### config.mk
export PLATFORM = sky130hd
export DESIGN_NAME = input_debouncer
export DESIGN_NICKNAME = d
export VERILOG_FILES = /design/src/rtl/input_debouncer.sv
export SDC_FILE = /design/constraint.sdc
export NUM_CORES = 1
export LEC_CHECK = 0
export BUFFER_PORTS_ARGS = -buffer_cell sky130_fd_sc_hd__buf_2
export CORE_MARGIN = 5
export CORE_UTILIZATION = 25
export DETAILED_ROUTE_END_ITERATION = 16
export HOLD_SLACK_MARGIN = 0.1
export PLACE_DENSITY = 0.38
export SYNTH_ARGS = -nofsm -noshare
export SYNTH_HDL_FRONTEND = slang
export SYNTH_SLANG_ARGS = --single-unit
### constraint.sdc
create_clock -name clock -period 2.85 [get_ports clock]
set_clock_uncertainty 0.1 [all_clocks]
set_input_delay 0.57 -clock clock [delete_from_list [all_inputs] [get_ports clock]]
set_output_delay 0.57 -clock clock [all_outputs]
set_load 0.01 [all_outputs]
### src/rtl/input_debouncer.sv
// input_debouncer: synchronises a raw asynchronous input and accepts a change
// only after it has held steadily for STABLE_CYCLES+1 clock edges.
// Optional feature: define DEBOUNCE_BUSY_EN to get a registered `busy` output
// that is high while a candidate change is being qualified.
module input_debouncer #(
    parameter int   SYNC_STAGES   = 2,
    parameter int   STABLE_CYCLES = 1000,
    parameter logic RESET_LEVEL   = 1'b0
) (
    input  logic clock,
    input  logic reset_n,
    input  logic data_raw,
`ifdef DEBOUNCE_BUSY_EN
    output logic busy,
`endif
    output logic data_clean
);

    localparam int CW = $clog2(STABLE_CYCLES + 1);
    localparam logic [CW-1:0] CNT_MAX = CW'(STABLE_CYCLES);

    typedef enum logic {
        STABLE  = 1'b0,
        QUALIFY = 1'b1
    } state_t;

    logic [SYNC_STAGES-1:0] sync_ff;
    logic                   sync_q;
    state_t                 state_q, state_d;
    logic [CW-1:0]          cnt_q, cnt_d;
    logic                   clean_d;

    assign sync_q = sync_ff[SYNC_STAGES-1];

    // Plain flop chain: no logic between stages so metastability can settle.
    always_ff @(posedge clock or negedge reset_n) begin
        if (!reset_n) sync_ff <= {SYNC_STAGES{RESET_LEVEL}};
        else          sync_ff <= {sync_ff[SYNC_STAGES-2:0], data_raw};
    end

    // State, qualification counter and the clean output level.
    always_ff @(posedge clock or negedge reset_n) begin
        if (!reset_n) begin
            state_q    <= STABLE;
            cnt_q      <= '0;
            data_clean <= RESET_LEVEL;
        end else begin
            state_q    <= state_d;
            cnt_q      <= cnt_d;
            data_clean <= clean_d;
        end
    end

    // Next state: any return to the old level restarts qualification from zero;
    // rejection is checked before acceptance.
    always_comb begin
        state_d = state_q;
        cnt_d   = cnt_q;
        clean_d = data_clean;
        case (state_q)
            STABLE: begin
                if (sync_q != data_clean) begin
                    state_d = QUALIFY;
                    cnt_d   = CW'(1);
                end else begin
                    cnt_d   = '0;
                end
            end
            QUALIFY: begin
                if (sync_q == data_clean) begin
                    state_d = STABLE;
                    cnt_d   = '0;
                end else if (cnt_q == CNT_MAX) begin
                    clean_d = sync_q;
                    state_d = STABLE;
                    cnt_d   = '0;
                end else begin
                    cnt_d   = cnt_q + CW'(1);
                end
            end
            default: begin
                state_d = STABLE;
                cnt_d   = '0;
            end
        endcase
    end

`ifdef DEBOUNCE_BUSY_EN
    // Busy mirrors QUALIFY occupancy, updated on the same edge as the state.
    always_ff @(posedge clock or negedge reset_n) begin
        if (!reset_n) busy <= 1'b0;
        else          busy <= (state_d == QUALIFY);
    end
`endif

endmodule

==> out/metrics.csv <==
metric,value,unit
CTS resizes,0,
dpl ws,1.18,ns
Die Y,62.6,um
antenna violations before repair,0,
CTS tree,done,
CP Class,flip-flop to flip-flop,
"Reg clk slew, reported paths",0.07,ns
Cells after DPL,94,
via density per instance,4.64,
sequential power share,0.626,
cell taking the most area after synthesis,dfrtp_1,
Ports,4,
Rel. slew slack,0.722,
combinational power share,0.046,
Leak,0.000309,uW
Final Max Tran Viols,0,
Hold Path End,sync_ff[1]$_DFF_PN0_,
NumNets Final,74,
Area growth syn-to-layout,10.8,%
Yosys reg bits,14,
Critical Path Sink Type,flip-flop,
clk root buf,clkbuf_4,
Vias,455,
share of cells above drive strength 1,0.179,
# DRC,0,
worst skew pair latency,0.27,ns
Worst EP required,2.90,ns
power per cell area,430,mW/mm2
Post-Route WL,1220,um
global-route wire length before repair,2170,um
final-report setup violation count,0,
Worst Path Arrival,1.72,ns
Final Worst Setup Slack,1.18,ns
Cell Int Power,257,uW
CP bufs+invs,1,
Reg2Reg Depth,5,
reg2reg end,data_clean$_DFFE_PN0P_,
Synth warnings,0,
"Slowest-stage cell, CP",dfrtp_1,
average instance area after synthesis,11.3,um2
Setup TNS,0,ns
type of the tightest min-delay check,flip-flop to flip-flop,
post-layout min period,1.67,ns
initial core utilization,0.255,
synthesized area,692,um2
GR Overflow Total,0,
Setup crit start kind,flip-flop,
Final ANT Viol Nets,0,
Rows,19,
chip width,62.6,um
"critical path, cell by cell","inv_1, ha_1, nand3b_1, nor4_2, mux2_1",
Worst Hold Depth,0,
top-area cell type share of the netlist area,0.506,
maximum fanout along the worst path,5,
clk sink count,14,
register area share after synthesis,0.506,
post-cts hold buffer count,1,
Final Hold Fails,0,
f_max,600,MHz
cell family with the largest share of critical-path delay,flip-flops,
1st-iter DRT viols,20,
VDD IR max,0.170,mV
die area,0.00392,mm2
switch share,0.220,
Clk pwr share,0.328,
# diodes,0,
non-filler instance count after layout,98,
R2R setup slack,1.18,ns
synthesized instance count,61,
H-tree depth,1,
Post-CTS Setup Bufs,0,
hold path startpoint,sync_ff[0]$_DFF_PN0_,
outcome,completed,
largest net degree at the start of global routing,15,
max cap viols,0,
drt wl/cell,12.5,um
Num CTS Buffers,3,
vias in the first global route,461,
first drt pass iteration count,3,
Switching Power,72.5,uW
deepest clock path buffer count,2,
CP peak stage delay,0.44,ns
gr usage total,0.0708,
Port Buffers,3,
"Core Util, Final",0.283,
Area contributors post-synth,"dfrtp_1 (51%), a211oi_1 (5.4%), xnor2_1 (3.8%), ha_1 (3.6%), or3_1 (3.6%)",
unrepaired setup endpoints after global routing,false,
HPWL after detailed placement,908,um
post-synth cell types,25,
worst-margin pin slew,0.415,ns
Final Cycle Share,0.585,
Routability Congestion,0.694,
core area,0.00271,mm2
Mapped Nets,66,
Critical R2R Launch,cnt_q[0]$_DFF_PN0_,
## cells in the final DEF (no fill, tap or decap), drive strengths merged
cell and n:
dfrtp 14, a211oi 6, or3 4, nand2b 2, mux2 1, inv 5
nor2 1, clkbuf 3, nand3b 1, o21ai 4, buf 3, xor2 1
nand3 4, nand2 1, xnor2 3, nor3b 1, nor4 1, ha 2
nand4 3, o31ai 1, or4 1, dlygate4sd3 1, nor3 4
## synthesized netlist by cell type
cell,instances
a211oi_1,5
a211oi_2,1
buf_6,1
dfrtp_1,14
ha_1,2
inv_1,5
mux2_1,1
nand2_1,1
nand2b_1,1
nand2b_2,1
nand3_1,4
nand3b_1,1
nand4_1,2
nand4_2,1
nor2_1,1
nor3_1,3
nor3_4,1
nor3b_1,1
nor4_2,1
o21ai_0,4
o31ai_1,1
or3_1,4
or4_4,1
xnor2_1,3
xor2_1,1
## metal layers
metal / GRT usage / routed length, um / up-vias
li1: - / - / 237
met1: 0.0939 / 626 / 213
met2: 0.0997 / 553 / 3
met3: 0.0180 / 22 / 2
met4: 0.0477 / 22 / 0
met5: 0 / 0 / -
## logic make-up (layout without fill, tap and decap cells)
group | after synthesis | after routing | share of synthesized area
simple gates | 23 | 23 | 0.235
flops | 14 | 14 | 0.506
compound gates | 11 | 11 | 0.112
buf+inv | 6 | 12 | 0.0434
xor+xnor | 4 | 4 | 0.0506
fa+ha+maj | 2 | 2 | 0.0362
mux | 1 | 1 | 0.0163
## power groups by stage
stage / combinational [uW] / clock, uW / sequential (uW)
after detailed placement: 14.5 / 0 / 210
final: 15.2 / 108 / 206
after global placement: 15.2 / 0 / 210
after floorplan: 9.10 / 0 / 210
after global routing: 17.9 / 124 / 207
after CTS: 15.7 / 116 / 206
## layout make-up
type,instances,area [um2]
inverters,5,18.8
repair buffers,4,25.0
well taps,31,38.8
flip-flops and latches,14,350
multi-input cells,41,312
fillers,288,1940
clock buffers,3,22.5
## worst register-to-register path, delay by kind of cell, from the launching register on
family | cells | cell delay [ns]
flip-flops | 1 | 0.44
AND/OR/NAND/NOR | 2 | 0.43
multiplexers | 1 | 0.36
adder cells (fa/ha/maj) | 1 | 0.14
buffers and inverters | 1 | 0.08
## through the flow
step                      hold slack, ns  power, uW  instance area [um2]
after floorplan                    0.174        219                  692
after global placement             0.233        225                  734
after detailed placement           0.236        225                  734
after CTS                          0.255        338                  767
after global routing               0.267        349                  767
final                              0.251        330                  767
## registers in the layout (all words and copies together), names as in the netlist
register and flops:
cnt_q 10, sync_ff 2, data_clean 1, state_q 1
## how the worst max path moves through the flow
| stage | to | slack (ns) | cells past startpoint | startpoint |
|---|---|---|---|---|
| CTS | data_clean$_DFFE_PN0P_ | 1.18 | 5 | cnt_q[0]$_DFF_PN0_ |
| global placement | cnt_q[8]$_DFF_PN0_ | 1.23 | 4 | cnt_q[0]$_DFF_PN0_ |
| detailed placement | data_clean$_DFFE_PN0P_ | 1.18 | 5 | cnt_q[0]$_DFF_PN0_ |
| finish | data_clean$_DFFE_PN0P_ | 1.18 | 5 | cnt_q[0]$_DFF_PN0_ |
| floorplan | data_clean$_DFFE_PN0P_ | 1.31 | 5 | cnt_q[0]$_DFF_PN0_ |
| global route | cnt_q[8]$_DFF_PN0_ | 1.08 | 4 | cnt_q[0]$_DFF_PN0_ |
No activity file was read; power rests on OpenSTA's default activity.
